`src/rtl/shutdown_sense_ctrl_if.sv`:
```
// Handshake bundle between the hardware manager, the board shutdown pins and
// the shutdown_sense_ctrl responder.
interface shutdown_sense_ctrl_if;
    logic       shutdown_force;
    logic       n_shutdown_rst;
    logic [7:0] sense_pin;
    logic       n_shutdown_force_pin;
    logic       n_shutdown_rst_pin;
    logic       shutdown_sense;
    logic [2:0] sense_num;
    logic [7:0] sense_latched;
    logic       armed;

    modport master (
        output shutdown_force, n_shutdown_rst, sense_pin,
        input  n_shutdown_force_pin, n_shutdown_rst_pin, shutdown_sense,
               sense_num, sense_latched, armed
    );

    modport slave (
        input  shutdown_force, n_shutdown_rst, sense_pin,
        output n_shutdown_force_pin, n_shutdown_rst_pin, shutdown_sense,
               sense_num, sense_latched, armed
    );
endinterface

```
`src/rtl/shutdown_sense_ctrl.sv`:
```
// Board-side shutdown responder: stretches the manager's reset request into a
// board reset pulse, settles, then debounces eight sense pins and latches the first fault.
module shutdown_sense_ctrl #(
    parameter int unsigned DEBOUNCE_CYCLES  = 16,
    parameter int unsigned RST_PULSE_CYCLES = 250,
    parameter int unsigned SETTLE_CYCLES    = 2500
) (
    input logic                  clk,
    input logic                  rst,
    shutdown_sense_ctrl_if.slave bus
);

    localparam logic [2:0] FORCED    = 3'd0;
    localparam logic [2:0] RESETTING = 3'd1;
    localparam logic [2:0] SETTLE    = 3'd2;
    localparam logic [2:0] ARMED     = 3'd3;
    localparam logic [2:0] TRIPPED   = 3'd4;

    localparam logic [31:0] DEB_LAST    = 32'(DEBOUNCE_CYCLES - 1);
    localparam logic [31:0] PULSE_LAST  = 32'(RST_PULSE_CYCLES - 1);
    localparam logic [31:0] SETTLE_LAST = 32'(SETTLE_CYCLES - 1);

    logic [2:0]  state;
    logic [7:0]  sync1;
    logic [7:0]  sync2;
    logic [7:0]  filtered;
    logic [31:0] deb_cnt [8];
    logic [31:0] pulse_cnt;
    logic [31:0] settle_cnt;
    logic        force_pin_n;
    logic        rst_pin_n;
    logic        sense_q;
    logic [2:0]  num_q;
    logic [7:0]  latched_q;
    logic        armed_q;

    function automatic logic [2:0] lowest_set(input logic [7:0] bits);
        lowest_set = 3'd0;
        for (int i = 7; i >= 0; i--) begin
            if (bits[i]) lowest_set = 3'(i);
        end
    endfunction

    always_ff @(posedge clk or posedge rst) begin
        if (rst) begin
            sync1 <= '0;
            sync2 <= '0;
        end else begin
            sync1 <= bus.sense_pin;
            sync2 <= sync1;
        end
    end

    // Any sample matching the filtered value restarts that channel's count.
    always_ff @(posedge clk or posedge rst) begin
        if (rst) begin
            filtered <= '0;
            for (int i = 0; i < 8; i++) deb_cnt[i] <= '0;
        end else begin
            for (int i = 0; i < 8; i++) begin
                if (sync2[i] == filtered[i]) begin
                    deb_cnt[i] <= '0;
                end else if (deb_cnt[i] >= DEB_LAST) begin
                    filtered[i] <= sync2[i];
                    deb_cnt[i]  <= '0;
                end else begin
                    deb_cnt[i] <= deb_cnt[i] + 32'd1;
                end
            end
        end
    end

    // Forcing wins over everything, including a trip detected on the same edge.
    always_ff @(posedge clk or posedge rst) begin
        if (rst) begin
            state       <= FORCED;
            pulse_cnt   <= '0;
            settle_cnt  <= '0;
            force_pin_n <= 1'b0;
            rst_pin_n   <= 1'b1;
            sense_q     <= 1'b0;
            num_q       <= '0;
            latched_q   <= '0;
            armed_q     <= 1'b0;
        end else if (bus.shutdown_force) begin
            state       <= FORCED;
            pulse_cnt   <= '0;
            settle_cnt  <= '0;
            force_pin_n <= 1'b0;
            rst_pin_n   <= 1'b1;
            sense_q     <= 1'b0;
            armed_q     <= 1'b0;
        end else begin
            case (state)
                FORCED: begin
                    if (!bus.n_shutdown_rst) begin
                        state       <= RESETTING;
                        pulse_cnt   <= PULSE_LAST;
                        force_pin_n <= 1'b1;
                        rst_pin_n   <= 1'b0;
                        sense_q     <= 1'b0;
                        num_q       <= '0;
                        latched_q   <= '0;
                    end
                end
                RESETTING: begin
                    if (pulse_cnt != '0) begin
                        pulse_cnt <= pulse_cnt - 32'd1;
                    end else if (bus.n_shutdown_rst) begin
                        state      <= SETTLE;
                        settle_cnt <= SETTLE_LAST;
                        rst_pin_n  <= 1'b1;
                    end
                end
                SETTLE: begin
                    if (settle_cnt != '0) begin
                        settle_cnt <= settle_cnt - 32'd1;
                    end else begin
                        state   <= ARMED;
                        armed_q <= 1'b1;
                    end
                end
                ARMED: begin
                    if (|filtered) begin
                        state       <= TRIPPED;
                        armed_q     <= 1'b0;
                        sense_q     <= 1'b1;
                        latched_q   <= filtered;
                        num_q       <= lowest_set(filtered);
                        force_pin_n <= 1'b0;
                    end
                end
                TRIPPED: begin
                end
                default: begin
                    state <= FORCED;
                end
            endcase
        end
    end

    assign bus.n_shutdown_force_pin = force_pin_n;
    assign bus.n_shutdown_rst_pin   = rst_pin_n;
    assign bus.shutdown_sense       = sense_q;
    assign bus.sense_num            = num_q;
    assign bus.sense_latched        = latched_q;
    assign bus.armed                = armed_q;

endmodule

```
`src/flat_wrapper.sv`:
```
// flat-port wrapper written by rule: the top's interface ports become plain ports
module shutdown_sense_ctrl_flat 
#(
    parameter int unsigned DEBOUNCE_CYCLES  = 16,
    parameter int unsigned RST_PULSE_CYCLES = 250,
    parameter int unsigned SETTLE_CYCLES    = 2500
)
  (clk, rst, bus_shutdown_force, bus_n_shutdown_rst, bus_sense_pin, bus_n_shutdown_force_pin, bus_n_shutdown_rst_pin, bus_shutdown_sense, bus_sense_num, bus_sense_latched, bus_armed);
  shutdown_sense_ctrl_if bus_i ();
  input logic clk;
  input logic rst;
  input wire logic [$bits(bus_i.shutdown_force)-1:0] bus_shutdown_force;
  input wire logic [$bits(bus_i.n_shutdown_rst)-1:0] bus_n_shutdown_rst;
  input wire logic [$bits(bus_i.sense_pin)-1:0] bus_sense_pin;
  output wire logic [$bits(bus_i.n_shutdown_force_pin)-1:0] bus_n_shutdown_force_pin;
  output wire logic [$bits(bus_i.n_shutdown_rst_pin)-1:0] bus_n_shutdown_rst_pin;
  output wire logic [$bits(bus_i.shutdown_sense)-1:0] bus_shutdown_sense;
  output wire logic [$bits(bus_i.sense_num)-1:0] bus_sense_num;
  output wire logic [$bits(bus_i.sense_latched)-1:0] bus_sense_latched;
  output wire logic [$bits(bus_i.armed)-1:0] bus_armed;
  assign bus_i.shutdown_force = bus_shutdown_force;
  assign bus_i.n_shutdown_rst = bus_n_shutdown_rst;
  assign bus_i.sense_pin = bus_sense_pin;
  assign bus_n_shutdown_force_pin = bus_i.n_shutdown_force_pin;
  assign bus_n_shutdown_rst_pin = bus_i.n_shutdown_rst_pin;
  assign bus_shutdown_sense = bus_i.shutdown_sense;
  assign bus_sense_num = bus_i.sense_num;
  assign bus_sense_latched = bus_i.sense_latched;
  assign bus_armed = bus_i.armed;
  shutdown_sense_ctrl #(.DEBOUNCE_CYCLES(DEBOUNCE_CYCLES), .RST_PULSE_CYCLES(RST_PULSE_CYCLES), .SETTLE_CYCLES(SETTLE_CYCLES)) u_core (.clk(clk), .rst(rst), .bus(bus_i));
endmodule
```
`config.mk`:
```
export PLATFORM = sky130hd
export DESIGN_NAME = shutdown_sense_ctrl_flat
export DESIGN_NICKNAME = d
export VERILOG_FILES = /design/src/rtl/shutdown_sense_ctrl_if.sv /design/src/rtl/shutdown_sense_ctrl.sv /design/src/flat_wrapper.sv
export SDC_FILE = /design/constraint.sdc
export NUM_CORES = 1
export LEC_CHECK = 0
export BUFFER_PORTS_ARGS = -buffer_cell sky130_fd_sc_hd__buf_2
export CORE_UTILIZATION = 40
export CTS_CLUSTER_SIZE = 24
export DETAILED_ROUTE_END_ITERATION = 8
export HOLD_SLACK_MARGIN = 0.03
export MAX_ROUTING_LAYER = met4
export REMOVE_ABC_BUFFERS = 1
export SLEW_MARGIN = 20
export SYNTH_ARGS = -nofsm -noshare
export SYNTH_HDL_FRONTEND = slang
export SYNTH_SLANG_ARGS = --single-unit
```
`constraint.sdc`:
```
create_clock -name clk -period 16.1 [get_ports clk]
set_clock_uncertainty 0.15 [all_clocks]
set_input_delay 1.61 -clock clk [delete_from_list [all_inputs] [get_ports clk]]
set_output_delay 1.61 -clock clk [all_outputs]
set_load 0.05 [all_outputs]
```
==> qor.csv <==
stage,metric,value,unit
outcome,status,completed,
clocking,cts.clk_slew.worst_paths,0.06,ns
timing,period_share,22.0,%
clocking,holdBufCountCts,0,
global_route,antenna_found_initial,0,
power,intPower,1.56,mW
job,maxCapViolCount,0,
global_route,overflow,0,
floorplanning,fp.dieW,181,um
synth,syn_inst,992,
synth,synth-seq-cells,362,
timing,drv_slew,0,
power,peakVddDrop,0.107,mV
setup_path,slowest_stage,buf_4,
setup_path,worstSetupStartpointType,primary input,
floorplanning,coreArea,0.0316,sq mm
timing,timing_hold_violations_final,0,
setup_path,max_stage_delay,0.85,ns
final_layout,layout_common_cells,"dfrtp_1 (361), conb_1 (224), nor2_1 (90)",
power,power.switching,476,uW
placement,port_buffers,26,
setup_path,cp.arrival,3.97,ns
synth,syn_avg_cell_area,12.9,sq um
power,leakagePower,7.14,nW
route,routed_wirelength,22500,um
placement,gp_congestion,0.853,
global_route,track_usage,15.0,%
final_layout,syn_to_final_growth,21.7,%
route,vias,8013,
floorplanning,rows,65,
synth,synth.distinct_cells,55,
clocking,cts_setup_buffers,0,
floorplanning,ios,27,
route,drtIter0Drc,414,
route,drt-vias-per-instance,4.73,
timing,post-route-min-period,3.54,ns
timing,worst_slack,12.56,ns
route,routedWlPerCell,13.3,um
synth,syn_area,0.0128,sq mm
route,firstDrtPassIters,5,
placement,dp_hpwl,14300,um
power,powerDensity,130,mW/mm^2
clocking,clock_path_buffers,3,
setup_path,critPathKind,primary input to asynchronous set/reset pin,
setup_path,timing.critical_path.to_type,asynchronous set/reset pin,
clocking,htree_levels,2,
power,finalPower,2.04,mW
power,p_comb_share,6.9,%
power,power_frac_clock,44.8,%
global_route,grt_pass1_vias,7975,
setup_path,crit_fanout,161,
synth,async_flop_share,100,%
route,drcViolationCount,0,
floorplanning,dieArea,0.0328,sq mm
synth,synth_seq_area_share,70.6,%
floorplanning,start_util,40.7,%
clocking,clkLatencyLatePin,0.53,ns
route,antenna_left,0,
setup_path,crit_chain,buf_2 > clkinv_8 > buf_4 > buf_4,
timing,worst_pin_slew,1.05,ns
placement,pre_cts_slack,11.65,ns
synth,synth_ff_type,dfrtp_1,
timing,fin_tns_setup,0,ns
final_layout,num-nets-final,1287,
clocking,numCtsBuffers,38,
clocking,cts_tree,done,
synth,synth_edf_count,0,
power,swShare,23.4,%
global_route,grt_max_degree,162,
timing,slew_headroom,29.0,%
final_layout,antennaDiodeCount,0,
floorplanning,die_h,181,um
timing,setup_viol_count_final,0,
clocking,cts_sinks,362,
synth,yosys_warnings,0,
setup_path,cp_data_required_time,16.53,ns
clocking,cts_root_buf,clkbuf_16,
final_layout,fillers,2808,
timing,rsz0062_at_grt,false,
setup_path,worst_path_most_repeated_cell,buf_4,
timing,timing.hold.ws,0.202,ns
final_layout,drive_gt1_share,9.22,%
power,seqPwrFrac,48.2,%
timing,fmax,283,MHz
global_route,grt_pass1_wl,39200,um
clocking,cts-resized-gates,0,
final_layout,final_common_cell,dfrtp_1,
min_path,hold_path_class,flop to flop,
[per-stage QoR]
stage	cell area [sq um]	util, %	std cells
finish	15600	49.5	1693
global route	15600	49.5	1693
CTS	15600	49.5	1693
detailed placement	14300	45.2	1627
global placement	14300	45.2	1627
floorplan	13600	-	1191
[routing by layer]
metal	global-route usage [%]	vias up	share of wire, %
met1	20.6	3902	48
met2	22.3	156	45
met4	4.64	0	2.1
met5	-	-	0
li1	-	3908	-
met3	3.43	47	5.0
[cell usage after synthesis (5+ instances only)]
library cell | n | area [sq um]
or4_1 | 16 | 120
mux2_2 | 8 | 90.1
nor3b_1 | 5 | 37.5
clkbuf_1 | 19 | 71.3
nor2_1 | 90 | 338
nor3_1 | 21 | 105
xnor2_1 | 15 | 131
a31oi_1 | 5 | 31.3
a21oi_1 | 48 | 240
nor4_1 | 75 | 469
nand2_1 | 57 | 214
dfrtp_1 | 361 | 9030
nand3_1 | 39 | 195
xor2_1 | 29 | 254
mux2i_1 | 8 | 80.1
or3_1 | 29 | 181
o31ai_1 | 11 | 82.6
ha_1 | 10 | 125
inv_1 | 13 | 48.8
and3_1 | 11 | 68.8
o21ai_0 | 21 | 105
nand4_1 | 32 | 200
nand2b_1 | 7 | 43.8
[power groups by stage]
| stage | sequential [mW] | combinational, mW | clock (mW) |
|---|---|---|---|
| 5_1_grt | 0.987 | 0.162 | 0.977 |
| 6_report | 0.982 | 0.141 | 0.913 |
| 3_5_place_dp | 0.998 | 0.140 | 0 |
| 4_1_cts | 0.982 | 0.141 | 0.942 |
| 3_3_place_gp | 0.997 | 0.139 | 0 |
| 2_1_floorplan | 0.995 | 0.101 | 0 |
[worst max-delay path: cells and delay by family]
family / cells / cell delay, ns
buffers and inverters: 4 / 2.17
[layout make-up]
cell class              instances  area [sq um]  area share [%]
inverters                      13          61.3           0.393
flip-flops and latches        362          9060            58.0
well taps                     402           503            3.22
clock buffers                  52          1090            7.00
clock inverters                14           243            1.55
repair buffers                 34           190            1.22
multi-input cells             816          4470            28.6
[path summary, 6_finish.rpt]
kind | from | end | slack, ns | depth (start not counted)
min in group asynchronous | rst | u_core.deb_cnt[79] | 1.03 | 2
max reg2reg | u_core.pulse_cnt[0] | u_core.pulse_cnt[24] | 12.67 | 8
max | rst | u_core.settle_cnt[8] | 12.56 | 4
max in group clk | bus_shutdown_force | u_core.pulse_cnt[5] | 12.60 | 5
min reg2reg | u_core.sync1[7] | u_core.sync2[7] | 0.20 | 0
min | u_core.sync1[7] | u_core.sync2[7] | 0.20 | 0
[cells by family (layout without fill, tap and decap cells)]
| group | count (synthesis) | count (layout) | share of synthesized area (%) |
|---|---|---|---|
| compound gates | 113 | 113 | 5.34 |
| simple gates | 409 | 409 | 17.6 |
| other cells | 1 | 224 | 0.0292 |
| fa+ha+maj | 10 | 10 | 0.975 |
| xor+xnor | 44 | 44 | 3.00 |
| flops | 362 | 362 | 70.6 |
| buf+inv | 37 | 113 | 1.17 |
| mux | 16 | 16 | 1.33 |
[state kept, by name, indices dropped and copies added (netlist names)]
name and count:
u_core.deb_cnt 256, u_core.pulse_cnt 32, u_core.settle_cnt 32, u_core.bus.sense_latched 8, u_core.filtered 8, u_core.sync1 8
u_core.sync2 8, u_core.bus.sense_num 3, u_core.state 3, u_core.bus.armed 1, u_core.bus.n_shutdown_force_pin 1, u_core.bus.n_shutdown_rst_pin 1
u_core.bus.shutdown_sense 1
Power figures use the tool's default switching activity.
